[src/rtl/tone_arbiter.sv]
// tone_arbiter: fixed-priority owner of the single square-wave tone generator.
// Grants one of three note requesters, times the note in ms derived from
// ticks_per_milli, inserts a silent gap after each completed note and, when
// PREEMPT is set, lets a higher-priority requester abort the current note.
//
// state   | meaning
// --------+-----------------------------------------------------------
// ST_IDLE | generator silent, any requester may be granted
// ST_PLAY | note (or timed rest) running, only higher priority may preempt
// ST_GAP  | silent gap after a completed note, no grants
module tone_arbiter #(
   parameter int GAP_MS  = 20,
   parameter int PREEMPT = 1
) (
   input  logic        clk,
   input  logic        rst,
   input  logic [15:0] ticks_per_milli,
   input  logic [2:0]  req_valid,
   input  logic [29:0] req_freq,
   input  logic [29:0] req_ms,
   output logic [2:0]  req_ready,
   output logic [9:0]  freq,
   output logic [2:0]  note_done,
   output logic [2:0]  note_aborted,
   output logic [1:0]  active,
   output logic        busy
);

   localparam logic [9:0] GAP_LEN  = 10'(GAP_MS);
   localparam logic [1:0] NO_OWNER = 2'd3;

   typedef enum logic [1:0] {
      ST_IDLE,
      ST_PLAY,
      ST_GAP
   } state_t;

   state_t      state, state_nxt;
   logic [9:0]  freq_nxt;
   logic [1:0]  active_nxt;
   logic [2:0]  done_nxt, abort_nxt;
   logic [9:0]  lat_ms, lat_ms_nxt;
   logic [15:0] t_lat, t_lat_nxt;
   logic [15:0] tick_cnt, tick_nxt;
   logic [9:0]  ms_cnt, ms_nxt;

   logic [2:0]  eligible;
   logic [1:0]  acc_idx;
   logic [9:0]  acc_freq, acc_ms;
   logic [15:0] acc_t;
   logic        accept;
   logic        tick_wrap;
   logic [2:0]  owner_onehot;

   // Grant: lowest eligible index. A requester whose done pulse is visible
   // this cycle is masked so done and a new accept never coincide for it.
   always_comb begin
      eligible = 3'b000;
      case (state)
         ST_IDLE: eligible = req_valid & ~note_done;
         ST_PLAY: begin
            if (PREEMPT != 0) begin
               case (active)
                  2'd1:    eligible = req_valid & 3'b001;
                  2'd2:    eligible = req_valid & 3'b011;
                  default: eligible = 3'b000;
               endcase
            end
         end
         default: eligible = 3'b000;
      endcase
      req_ready = 3'b000;
      if (eligible[0])      req_ready = 3'b001;
      else if (eligible[1]) req_ready = 3'b010;
      else if (eligible[2]) req_ready = 3'b100;
   end

   // Select the fields of the granted requester and derive per-note timing.
   always_comb begin
      acc_idx = 2'd0;
      if (req_ready[1])      acc_idx = 2'd1;
      else if (req_ready[2]) acc_idx = 2'd2;
      case (acc_idx)
         2'd1: begin
            acc_freq = req_freq[19:10];
            acc_ms   = req_ms[19:10];
         end
         2'd2: begin
            acc_freq = req_freq[29:20];
            acc_ms   = req_ms[29:20];
         end
         default: begin
            acc_freq = req_freq[9:0];
            acc_ms   = req_ms[9:0];
         end
      endcase
      accept       = |req_ready;
      acc_t        = (ticks_per_milli == 16'd0) ? 16'd1 : ticks_per_milli;
      tick_wrap    = (tick_cnt == t_lat - 16'd1);
      owner_onehot = 3'b001 << active;
   end

   // Next-state and next-output logic for the sequencer.
   always_comb begin
      state_nxt  = state;
      freq_nxt   = freq;
      active_nxt = active;
      done_nxt   = 3'b000;
      abort_nxt  = 3'b000;
      lat_ms_nxt = lat_ms;
      t_lat_nxt  = t_lat;
      tick_nxt   = tick_cnt;
      ms_nxt     = ms_cnt;
      case (state)
         ST_IDLE: begin
            freq_nxt   = 10'd0;
            active_nxt = NO_OWNER;
            if (accept) begin
               lat_ms_nxt = acc_ms;
               t_lat_nxt  = acc_t;
               tick_nxt   = 16'd0;
               ms_nxt     = 10'd0;
               if (acc_ms != 10'd0) begin
                  state_nxt  = ST_PLAY;
                  freq_nxt   = acc_freq;
                  active_nxt = acc_idx;
               end else begin
                  done_nxt = req_ready;
               end
            end
         end
         ST_PLAY: begin
            if (accept) begin
               abort_nxt  = owner_onehot;
               lat_ms_nxt = acc_ms;
               t_lat_nxt  = acc_t;
               tick_nxt   = 16'd0;
               ms_nxt     = 10'd0;
               if (acc_ms != 10'd0) begin
                  freq_nxt   = acc_freq;
                  active_nxt = acc_idx;
               end else begin
                  freq_nxt   = 10'd0;
                  active_nxt = NO_OWNER;
                  done_nxt   = req_ready;
                  state_nxt  = ST_IDLE;
               end
            end else if (tick_wrap) begin
               tick_nxt = 16'd0;
               if (ms_cnt + 10'd1 == lat_ms) begin
                  freq_nxt   = 10'd0;
                  done_nxt   = owner_onehot;
                  active_nxt = NO_OWNER;
                  ms_nxt     = 10'd0;
                  state_nxt  = (GAP_MS == 0) ? ST_IDLE : ST_GAP;
               end else begin
                  ms_nxt = ms_cnt + 10'd1;
               end
            end else begin
               tick_nxt = tick_cnt + 16'd1;
            end
         end
         ST_GAP: begin
            freq_nxt = 10'd0;
            if (tick_wrap) begin
               tick_nxt = 16'd0;
               if (ms_cnt + 10'd1 == GAP_LEN) begin
                  ms_nxt    = 10'd0;
                  state_nxt = ST_IDLE;
               end else begin
                  ms_nxt = ms_cnt + 10'd1;
               end
            end else begin
               tick_nxt = tick_cnt + 16'd1;
            end
         end
         default: begin
            state_nxt  = ST_IDLE;
            freq_nxt   = 10'd0;
            active_nxt = NO_OWNER;
         end
      endcase
   end

   // State register.
   always_ff @(posedge clk) begin
      if (rst) state <= ST_IDLE;
      else     state <= state_nxt;
   end

   // Output, latch and counter registers.
   always_ff @(posedge clk) begin
      if (rst) begin
         freq         <= 10'd0;
         active       <= NO_OWNER;
         note_done    <= 3'b000;
         note_aborted <= 3'b000;
         lat_ms       <= 10'd0;
         t_lat        <= 16'd1;
         tick_cnt     <= 16'd0;
         ms_cnt       <= 10'd0;
      end else begin
         freq         <= freq_nxt;
         active       <= active_nxt;
         note_done    <= done_nxt;
         note_aborted <= abort_nxt;
         lat_ms       <= lat_ms_nxt;
         t_lat        <= t_lat_nxt;
         tick_cnt     <= tick_nxt;
         ms_cnt       <= ms_nxt;
      end
   end

   assign busy = (state != ST_IDLE);

endmodule

[config.mk]
export PLATFORM = sky130hd
export DESIGN_NAME = tone_arbiter
export DESIGN_NICKNAME = d
export VERILOG_FILES = /design/src/rtl/tone_arbiter.sv
export SDC_FILE = /design/constraint.sdc
export NUM_CORES = 1
export LEC_CHECK = 0
export ABC_AREA = 1
export BUFFER_PORTS_ARGS = -buffer_cell sky130_fd_sc_hd__buf_4
export CAP_MARGIN = 5
export CORE_UTILIZATION = 40
export DETAILED_ROUTE_END_ITERATION = 7
export GPL_ROUTABILITY_DRIVEN = 0
export SYNTH_ARGS = -nofsm -noshare
export SYNTH_HDL_FRONTEND = slang
export SYNTH_SLANG_ARGS = --single-unit
[constraint.sdc]
create_clock -name clk -period 6.1 [get_ports clk]
set_clock_uncertainty 0.1 [all_clocks]
set_input_delay 1.22 -clock clk [delete_from_list [all_inputs] [get_ports clk]]
set_output_delay 1.22 -clock clk [all_outputs]
set_load 0.01 [all_outputs]
==> summary.txt, run 1 <==
STA
  – Post-route minimum period: between 4000 and 5000 ps
  – Fmax: 0.243 GHz
  – Fin crit share: slightly below 70%
  – Final max-slew violation count: 0
  – Worst Tran Pin Value: around 950 ps
  – Final Worst Setup Slack: approximately 2000 ps
  – Final hold violations: 0
  – Fin Setup TNS: 0 ps
  – RSZ-0062 raised after global routing: no
  – Max-slew headroom: 36.7%
  – Final setup viols: 0

Critical path
  – Slowest cell on crit path: nor2_1
  – R2R Setup Slk: between 2000 and 2500 ps
  – Arrival @ worst endpoint: 2790 ps
  – CP cell instances: buf_4 > nand4_1 > nand2_1 > inv_1 > nand2_1 > nor2_1 > buf_4
  – Crit path max fanout: 12
  – Worst r2r src: active[0]$_SDFFE_PP1P_
  – Setup crit end kind: primary output
  – Setup crit start kind: primary input
  – Crit-path leading delay family: simple AND/OR/NAND/NOR gates
  – Reg2reg end: tick_cnt[6]$_SDFFE_PP0P_
  – WP data required: between 4000 and 5000 ps
  – CP Buf/Inv Count: 3
  – Crit path largest cell delay: 640 ps
  – Worst Reg2Reg Path Length in Cells: 14
  – Crit path kind: primary input to primary output
  – Worst Setup SP: req_valid[1]

Synth
  – Warnings from Yosys: 0
  – Cell variety after synth: 38
  – Sequential cell area fraction in the yosys report: roughly 30%
  – #FFs+latches synth: 72
  – Number of synthesized flops with an enable pin: 0
  – Cells after Synth: around 770
  – Synthesized area: 4760 um2
  – Async SR Flop Fraction: 0%
  – Syn Nets: ~860
  – Main synth FF type: dfxtp_1
  – Syn avg cell area: around 6 um2

Global routing
  – Overall Global Routing Usage: a little under a quarter
  – Largest net degree at the start of global routing: 44
  – First-pass GRT wire length: about 23000 um
  – Vias in the first global route: around 5.1k
  – Initial antenna violation count: 0
  – Overflow after GRT: 0

Finish
  – Commonest cells after routing, fill and taps aside: nand2_1, buf_4, inv_1, nand3_1, nor2_1
  – Multi-input gate area: approximately 2800 um2
  – Reg area: approximately 1400 um2
  – Number of antenna diodes: 0
  – Fillers: roughly 1.2k
  – Final Net Count: approximately 950
  – Ratio of cells with drive above 1 in the final layout: 16.5%
  – Area Growth Syn to Fin: 24.1%
  – Most common cell after layout, fill and taps aside: nand2_1

Die
  – Die footprint: about 12000 um2
  – Initial Util: 41.4%
  – Die width: approximately 110 um
  – Ports: just over 100
  – Die height: 111 um
  – Core Area: between 10000 and 15000 um2
  – FP Rows: 39

Pwr
  – Leakage dissipation: ~2.9 nW
  – P per Cell Area: roughly 370 nW/um2
  – Clk network pwr share: about a quarter
  – Pint: between 0.001 and 0.0015 W
  – VDD IR max: between 150 and 200 uV
  – Net Sw Frac: between 40% and 50%
  – Switch Pwr: just under 0.001 W
  – Gate power share: a little under half
  – Reg power frac: 29.4%

Clock tree
  – Clock slew at reported path FFs: approximately 60 ps
  – Maximum clock path buffer count: 2
  – Clock Latency Late Sink: approximately 340 ps
  – CTS tree: yes
  – Post-cts hold buffer count: 0
  – Post-CTS Setup Inserts: 0
  – Root buffer cell: clkbuf_16
  – Post-CTS sizing: 0
  – Htree depth: 3
  – TritonCTS buffer count: 9
  – Clock sink total: a little over 70

Routing
  – Wirelength per Cell: around 14 um
  – Vias per inst: 5.11
  – Drt first-iter violations: roughly 230
  – TritonRoute pass-1 iters: 6
  – Post-Route WL: 13700 um
  – Drt drc: 6
  – Via count: slightly above 5k
  – Post-DRT Antenna Nets: 0

Run status
  – Violated checks: design-rule violations
  – Status: finished with violations

Placed design
  – Post-DP HPWL: 10900 um
  – Port bufs: just over 100
  – Pre-CTS setup slack: between 1500 and 2000 ps

Flow run
  – # Max-Cap Violations: 0

Min path
  – Hold Path Origin: freq[7]$_SDFFE_PP0P_
  – Cells on Worst Hold Path: 2
  – Worst Hold Class: flip-flop to flip-flop
  – Worst hold endpoint: freq[7]$_SDFFE_PP0P_
[power groups by stage]
stage | clock, W | sequential [W] | combinational, W
2_1_floorplan | 0 | 0.000642 | 0.000737
3_3_place_gp | 0 | 0.000657 | 0.000991
3_5_place_dp | 0 | 0.000657 | 0.00101
4_1_cts | 0.000558 | 0.000648 | 0.00102
5_1_grt | 0.000574 | 0.000663 | 0.00115
6_report | 0.000541 | 0.000647 | 0.00101
[sequential cells by signal, indices dropped and copies added (netlist names)]
| name | count |
|---|---|
| active | 2 |
| freq | 10 |
| lat_ms | 10 |
| ms_cnt | 10 |
| note_aborted | 3 |
| note_done | 3 |
| state | 2 |
| t_lat | 16 |
| tick_cnt | 16 |
[area by class of cell]
type / instances / area share (%)
clock inverters: 7 / 1.36
multi-input cells: 578 / 48.0
clock buffers: 9 / 3.81
flip-flops and latches: 72 / 24.4
repair buffers: 104 / 13.2
inverters: 97 / 6.16
well taps: 143 / 3.03
[cells in the mapped netlist, types with 2 or more instances]
| cell type | count | area (um2) |
|---|---|---|
| buf_1 | 4 | 15.0 |
| dfxtp_1 | 72 | 1440 |
| ha_1 | 10 | 125 |
| o21ai_1 | 5 | 25.0 |
| nand4_1 | 16 | 100 |
| nand3_1 | 94 | 470 |
| o211ai_1 | 11 | 82.6 |
| xnor2_1 | 9 | 78.8 |
| nand2_1 | 227 | 852 |
| and3_1 | 5 | 31.3 |
| nand3b_1 | 8 | 60.1 |
| or2_2 | 2 | 12.5 |
| inv_1 | 94 | 353 |
| nand3_2 | 3 | 30.0 |
| buf_2 | 7 | 35.0 |
| a21oi_1 | 38 | 190 |
| nor2_2 | 7 | 43.8 |
| and2_1 | 2 | 12.5 |
| nor3_1 | 6 | 30.0 |
| nor2_1 | 83 | 312 |
| nand2_2 | 4 | 25.0 |
| clkbuf_1 | 12 | 45.0 |
| clkinv_1 | 2 | 7.51 |
| nor4_1 | 5 | 31.3 |
| nor2_4 | 2 | 22.5 |
| o21ai_0 | 17 | 85.1 |
| xor2_1 | 17 | 149 |
[worst min-delay path: cells and delay by family, from the launching register on]
kind	cells	cell delay (ps)
AO/OA/AOI/OAI	1	60
flip-flops	1	310
AND/OR/NAND/NOR	1	70
[worst max-delay path by stage]
stage,to,depth (start not counted),slack [ps]
6_report,req_ready[2],7,1990
2_1_floorplan,req_ready[1],6,2760
3_3_place_gp,tick_cnt[6]$_SDFFE_PP0P_,13,1890
4_1_cts,req_ready[2],7,1970
3_5_place_dp,tick_cnt[6]$_SDFFE_PP0P_,13,1780
5_1_grt,req_ready[2],7,1780
[cells by family (layout without fill, tap and decap cells)]
kind of cell               count (synthesis)  in the layout  share of synthesized area (%)
and+or+nand+nor                          466            466                           43.1
adders and majority gates                 10             10                           2.63
xor gates and xnor gates                  26             26                           4.78
AOI/OAI and AO/OA                         76             76                           9.09
DFF                                       72             72                           30.3
buffers and inverters                    123            217                           10.1
[layer usage]
| layer | vias up | routed length, um | share of wire (%) | track usage, % |
|---|---|---|---|---|
| met2 | 130 | 6870 | 50 | 42.9 |
| li1 | 2658 | - | - | - |
| met1 | 2347 | 5760 | 42 | 25.9 |
| met5 | - | 0 | 0 | 0 |
| met3 | 31 | 662 | 4.8 | 5.74 |
| met4 | 0 | 406 | 3.0 | 10.1 |
[metrics by stage]
step | hold slack [ps] | instances | power (W) | instance area (um2) | utilization (%)
final | 387 | 1010 | 0.00220 | 5910 | 51.3
after global routing | 403 | 1010 | 0.00239 | 5910 | 51.3
after CTS | 390 | 1010 | 0.00222 | 5910 | 51.3
after detailed placement | 380 | 994 | 0.00167 | 5600 | 48.7
after global placement | 376 | 994 | 0.00165 | 5600 | 48.7
after floorplan | 347 | 773 | 0.00138 | 4760 | -
Note: power is estimated with default switching activity, not from simulation.
==> run 2: changes to the inputs <==
- ABC_AREA: 1 -> 0
- clock period: 6.1 -> 4.22 ns (I/O delays scaled with it)
==> run 2 against run 1 <==
The run now ends clean. Sequential power up 46%. Global-route usage down 0.48 points. Utilization up 1.1 points. Worst hold slack better by 7.8 ps. Worst setup slack worse by 1300 ps. Flip-flop and latch count unchanged. Combinational power up 46%. Largest cell class unchanged.
==> summary.txt, run 2 <==
Clock tree
  – Clock slew at reported path FFs: 60 ps (about the same)
  – Post-cts hold buffer count: 0 (unchanged)
  – Htree depth: 3 (unchanged)
  – TritonCTS buffer count: 9 (unchanged)
  – Root buffer cell: clkbuf_16
  – Clock sink total: 72 (unchanged)
  – Post-CTS sizing: 0 (unchanged)
  – Maximum clock path buffer count: 2 (unchanged)
  – Post-CTS Setup Inserts: 0 (unchanged)
  – Clock Latency Late Sink: 340 ps (about the same)
  – CTS tree: yes

Placed design
  – Pre-CTS setup slack: 762 ps (-1020 ps)
  – Port bufs: 102 (unchanged)
  – Post-DP HPWL: 9860 um (-9.3%)
  – Area after DPL: 5410 um2 (-3.5%)
  – Cell total after placement: 787 (-21%)

Die
  – Die footprint: 11800 um2 (-4.6%)
  – Die height: 109 um (-2.3%)
  – Core Area: 10900 um2 (-5.0%)
  – Die width: 109 um (-2.3%)
  – Initial Util: 41.5% (+0.14 points)
  – Ports: 103 (unchanged)
  – FP Rows: 38 (-2.6%)

STA
  – Max-slew headroom: 52.0% (+15 points)
  – Final hold violations: 0 (unchanged)
  – Final Worst Setup Slack: 702 ps (-1290 ps)
  – RSZ-0062 raised after global routing: no
  – Final setup viols: 0 (unchanged)
  – Fin crit share: ~83%
  – Fmax: roughly 0.28 GHz
  – Worst hold margin: 395 ps (+7.82 ps)
  – Post-route minimum period: around 3500 ps
  – Final max-slew violation count: 0 (unchanged)
  – Worst Tran Pin Value: 719 ps (-229 ps)
  – Fin Setup TNS: 0 ps (unchanged)

Routing
  – Drt drc: 0 (-6)
  – Drt first-iter violations: 310 (+35%)
  – WL met1: 5840 um (+1.4%)
  – Via count: 4626 (-10%)
  – DR WL met3: 770 um (+16%)
  – Top Metal Used: met4
  – Wirelength per Cell: 16.4 um (+21%)
  – Vias per inst: 5.76 (+13%)
  – TritonRoute pass-1 iters: 8 (+2)
  – Post-DRT Antenna Nets: 0 (unchanged)
  – Post-Route WL: 13200 um (-3.9%)
  – Metal2 WL: 6320 um (-8.1%)

Synth
  – Number of synthesized flops with an enable pin: 0 (unchanged)
  – Async SR Flop Fraction: 0% (unchanged)
  – #FFs+latches synth: 72 (unchanged)
  – Sequential cell area fraction in the yosys report: 31.8% (+1.5 points)
  – Cell with the most instances after synthesis: dfxtp_1
  – Cell taking the most area after synthesis: dfxtp_1
  – Synthesized area: 4540 um2 (-4.7%)
  – Cells after Synth: 570 (-26%)
  – Main synth FF type: dfxtp_1
  – Syn Nets: 661 (-23%)
  – Synth top area share: 31.8% (+1.5 points)
  – Top cells by count, synth: dfxtp_1, nor2_1, nand2_1, a21oi_1, inv_1
  – Cell variety after synth: 68 (+79%)
  – Warnings from Yosys: 0 (unchanged)
  – Syn avg cell area: 7.96 um2 (+29%)
  – Synth top area cells: dfxtp_1, nor2_1, nand2_1

Critical path
  – CP Buf/Inv Count: 3 (unchanged)
  – Crit path max fanout: 21 (+9)
  – CP cell instances: inv_1 > ha_1 > nand2b_1 > nand2_1 > nand2_1 > inv_1 > a21o_1 > a221o_1 > o31ai_2 > buf_4 > o2bb2ai_1 > a211oi_1 > mux2_1
  – Setup crit end kind: flip-flop
  – Crit path largest cell delay: 560 ps (-80 ps)
  – Crit path kind: flip-flop to flip-flop
  – WP data required: 4340 ps (-440 ps)
  – Setup crit start kind: flip-flop
  – Crit-path leading delay family: compound AO/OA/AOI/OAI gates
  – Slowest cell on crit path: a21o_1
  – Arrival @ worst endpoint: 3640 ps (+850 ps)

Finish
  – Number of antenna diodes: 0 (unchanged)
  – Final cell count without fillers: 803 (-20%)
  – Commonest cells after routing, fill and taps aside: buf_4, dfxtp_1, nor2_1
  – Final Instance Area: 5730 um2 (-3.0%)
  – Ratio of cells with drive above 1 in the final layout: 21.7% (+5.2 points)
  – Final Net Count: 749 (-21%)
  – Most common cell after layout, fill and taps aside: buf_4
  – Area Growth Syn to Fin: 26.3%
  – Biggest regs: t_lat: 16 flops, tick_cnt: 16 flops

Global routing
  – Overflow after GRT: 0 (unchanged)
  – Overall Global Routing Usage: 23.1% (-0.48 points)
  – Initial antenna violation count: 0 (unchanged)
  – Vias in the first global route: 4239 (-18%)
  – Largest net degree at the start of global routing: 75 (+70%)
  – First-pass GRT wire length: 21200 um (-9.5%)

Pwr
  – Clk network pwr share: 25.1% (+0.5 points)
  – Switch Pwr: 0.00129 W (+34%)
  – VDD IR max: 253 uV (+37%)
  – P per Cell Area: 562 nW/um2 (+51%)
  – Reg power frac: 29.3% (about the same)
  – Pint: 0.00193 W (+56%)
  – Leakage dissipation: 2.24 nW (-22%)
  – Net Sw Frac: 39.9% (-3.7 points)
  – Gate power share: 45.7% (-0.3 points)

Flow run
  – # Max-Cap Violations: 0 (unchanged)

Min path
  – Worst Hold Class: flip-flop to flip-flop

Run status
  – Status: completed
run 2: cells by family (layout without fill, tap and decap cells):
family | count (synthesis) | in the layout | share of synthesized area [%]
simple gates | 248 | 248 | 28.6
compound gates | 133 | 133 | 22.1
flops | 72 | 72 | 31.8
buf+inv | 59 | 152 | 5.21
xor+xnor | 41 | 41 | 7.91
fa+ha+maj | 10 | 10 | 2.76
mux | 7 | 7 | 1.57
run 2: final cells by class:
type                       instances  area (um2)
fill                            1056        5210
multi-input combinational        439        2870
sequential                        72        1440
timing repair buffer             110         826
clock buffer                      14         284
tap                              140         175
inverter                          26        97.6
clock inverter                     2        35.0
run 2: routing by layer:
layer,global-route usage [%],up-vias
li1,-,2274
met1,29.5,2184
met2,37.7,153
met3,5.49,15
met4,7.92,0
met5,0,-
run 2: through the flow:
step | power, W | utilization [%]
after floorplan | 0.00196 | -
after global placement | 0.00239 | 49.5
after detailed placement | 0.00242 | 49.5
after CTS | 0.00323 | 52.4
after global routing | 0.00343 | 52.4
final | 0.00322 | 52.4
run 2: path summary, 6_finish.rpt:
| kind | end | start | depth (start not counted) | slack (ps) |
|---|---|---|---|---|
| hold reg to reg | t_lat[14]$_SDFFE_PP0P_ | t_lat[14]$_SDFFE_PP0P_ | 2 | 400 |
| setup reg to reg | state[1]$_SDFFE_PP0P_ | state[0]$_SDFFE_PP0P_ | 13 | 700 |
| hold / removal | t_lat[14]$_SDFFE_PP0P_ | t_lat[14]$_SDFFE_PP0P_ | 2 | 400 |
| setup / recovery | state[1]$_SDFFE_PP0P_ | state[0]$_SDFFE_PP0P_ | 13 | 700 |
run 2: power by group through the flow:
stage | sequential, W | clock [W] | combinational (W)
5_1_grt | 0.000959 | 0.000854 | 0.00161
6_report | 0.000943 | 0.000807 | 0.00147
3_5_place_dp | 0.000953 | 0 | 0.00146
3_3_place_gp | 0.000948 | 0 | 0.00144
4_1_cts | 0.000941 | 0.000820 | 0.00147
2_1_floorplan | 0.000931 | 0 | 0.00103
run 2: worst min-delay path, delay by kind of cell (launching register included):
family,cells,cell delay (ps)
flip-flops,1,330
AND/OR/NAND/NOR,1,60
AO/OA/AOI/OAI,1,50
==> run 3: changes to the inputs <==
- ABC_AREA: 0 -> 1
- clock period: 4.22 -> 3.2 ns (I/O delays scaled with it)
==> run 3 against run 2 <==
The flow now finishes with violations (design-rule violations). Final cell count increased by 27%. Worst hold slack worse by 14 ps. Non-clock buffer count grew 2. Sequential share of layout area down 1.1 points. Maximum frequency increased by 25%. Largest cell class unchanged. Highest routed layer unchanged.
==> summary.txt, run 3 (synthesis gave the netlist of run 1 again) <==
Run status
  – Status: finished with violations
  – Violated checks: design-rule violations

Routing
  – Post-DRT Antenna Nets: 0 (unchanged)
  – Via count: 5176 (+12%)
  – Wirelength per Cell: 14.1 um (-14%)
  – Vias per inst: 5.08 (-12%)
  – Drt drc: 6 (+6)
  – Post-Route WL: 14300 um (+8.9%)
  – Drt first-iter violations: 306 (-1.3%)
  – TritonRoute pass-1 iters: 7 (-1)

STA
  – Fmax: 0.354 GHz (+25%)
  – Fin Setup TNS: 0 ps (unchanged)
  – Fin crit share: 88.3% (+4.9 points)
  – Post-route minimum period: 2820 ps (-694 ps)
  – Final max-slew violation count: 0 (unchanged)
  – Worst hold margin: 381 ps (-14.1 ps)
  – Final setup viols: 0 (unchanged)
  – Final hold violations: 0 (unchanged)
  – Max-slew headroom: 58.4% (+6.4 points)
  – Worst Tran Pin Value: 623 ps (-96.5 ps)
  – RSZ-0062 raised after global routing: no

Pwr
  – P per Cell Area: 722 nW/um2 (+28%)
  – VDD IR max: 269 uV (+6.3%)
  – Leakage dissipation: 2.90 nW (+30%)

Clock tree
  – CTS tree: yes
  – Maximum clock path buffer count: 2 (unchanged)
  – TritonCTS buffer count: 9 (unchanged)
  – Post-cts hold buffer count: 0 (unchanged)
  – Root buffer cell: clkbuf_16
  – Htree depth: 3 (unchanged)
  – Clock sink total: 72 (unchanged)
  – Post-CTS Setup Inserts: 0 (unchanged)
  – Clock Latency Late Sink: 350 ps (about the same)
  – Post-CTS sizing: 0 (unchanged)
  – Clock slew at reported path FFs: 60 ps (about the same)

Finish
  – Area Growth Syn to Fin: 25.9%
  – Ratio of cells with drive above 1 in the final layout: 17.1% (-4.6 points)
  – Commonest cells after routing, fill and taps aside: nand2_1, buf_4, inv_1, nand3_1, nor2_1
  – Most common cell after layout, fill and taps aside: nand2_1
  – Final Net Count: 961 (+28%)
  – Biggest regs: t_lat: 16 flops, tick_cnt: 16 flops
  – Final core utilization: 52.0% (-0.34 points)
  – Number of antenna diodes: 0 (unchanged)

Critical path
  – Setup crit start kind: flip-flop
  – Worst Setup SP: active[1]$_SDFFE_PP1P_
  – Arrival @ worst endpoint: 3010 ps (-630 ps)
  – Worst Reg2Reg Path Length in Cells: 18 (+5)
  – Worst r2r src: active[1]$_SDFFE_PP1P_
  – Setup crit end kind: flip-flop
  – Slowest cell on crit path: dfxtp_1
  – Reg2reg end: state[1]$_SDFFE_PP0P_
  – R2R Setup Slk: 380 ps (-330 ps)
  – CP cell instances: inv_1 > ha_1 > nand4_1 > nand2_1 > buf_4 > o21ai_1 > buf_4 > nand2_1 > nand2_1 > nor2_1 > nand2_1 > nor2_2 > nand3_4 > nand2_1 > nand2_1 > nor2_1 > nor2_1 > nor2_1
  – CP most frequent cell: nand2_1
  – Crit path largest cell delay: 380 ps (-180 ps)
  – WP data required: 3390 ps (-950 ps)
  – CP endpoint: state[1]$_SDFFE_PP0P_
  – Crit path kind: flip-flop to flip-flop
  – Crit path max fanout: 20 (-4.8%)

Die
  – Ports: 103 (unchanged)
  – FP Rows: 39 (+2.6%)
  – Die height: 111 um (+2.4%)
  – Die width: 111 um (+2.4%)
  – Core Area: 11500 um2 (+5.3%)
  – Initial Util: 41.4% (-0.14 points)
  – Die footprint: 12300 um2 (+4.9%)

Global routing
  – Overall Global Routing Usage: 24.5% (+1.4 points)
  – Largest net degree at the start of global routing: 32 (-57%)
  – Initial antenna violation count: 0 (unchanged)
  – First-pass GRT wire length: 24200 um (+14%)
  – Vias in the first global route: 5100 (+20%)
  – Overflow after GRT: 0 (unchanged)

Placed design
  – Post-DP HPWL: 11300 um (+14%)
  – Port bufs: 102 (unchanged)

Flow run
  – # Max-Cap Violations: 0 (unchanged)

Min path
  – Worst Hold Class: flip-flop to flip-flop
## run 3: changes by cell type in the layout (fill, tap and decap cells not counted), sizes merged, moves of 19 or more
cell,before,now
nand3,17,97
nor3,25,6
inv,26,95
nand2,60,232
a211oi,21,0
nor2,63,92
## run 3: worst min path at each step
stage / startpoint / endpoint / slack [ps] / cells past startpoint
final: freq[0]$_SDFFE_PP0P_ / freq[0]$_SDFFE_PP0P_ / 380 / 2
after detailed placement: freq[0]$_SDFFE_PP0P_ / freq[0]$_SDFFE_PP0P_ / 370 / 2
after floorplan: tick_cnt[12]$_SDFFE_PP0P_ / tick_cnt[12]$_SDFFE_PP0P_ / 350 / 2
after global routing: freq[7]$_SDFFE_PP0P_ / freq[7]$_SDFFE_PP0P_ / 410 / 2
after CTS: freq[0]$_SDFFE_PP0P_ / freq[0]$_SDFFE_PP0P_ / 380 / 2
after global placement: freq[0]$_SDFFE_PP0P_ / freq[0]$_SDFFE_PP0P_ / 370 / 2
## run 3: per-stage QoR
stage,setup slack (ps),instances,power [W],instance area (um2)
final,375,1018,0.00433,5990
after global routing,90.6,1018,0.00467,5990
after CTS,300,1018,0.00434,5990
after detailed placement,330,1002,0.00323,5660
after global placement,444,1002,0.00319,5660
after floorplan,759,773,0.00263,4760
## run 3: area by class of cell
cell class,count,area (um2)
fill,1187,5520
multi-input combinational,578,2850
sequential,72,1440
timing repair buffer,112,841
inverter,97,364
clock buffer,11,243
tap,143,179
clock inverter,5,80.1
## run 3: critical path, delay by kind of cell, from the launching register on
kind / cells / cell delay, ps
AOI/OAI and AO/OA: 1 / 70
adders and majority gates: 1 / 300
buffers and inverters: 3 / 460
DFF: 1 / 380
and+or+nand+nor: 13 / 1440
## run 3: report_power, final
part           internal, W  switching, W  total (W)
registers          0.00107      0.000164    0.00123
logic             0.000721       0.00127    0.00199
clock network     0.000703      0.000405    0.00111
total              0.00249       0.00184    0.00433
## run 3: layer usage
layer | vias up | track usage, % | wire, um | part of all wire, %
li1 | 2674 | - | - | -
met1 | 2374 | 28.5 | 6190 | 43
met2 | 107 | 44.9 | 7380 | 51
met3 | 21 | 4.32 | 513 | 3.6
met4 | 0 | 8.38 | 265 | 1.8
met5 | - | 0 | 0 | 0
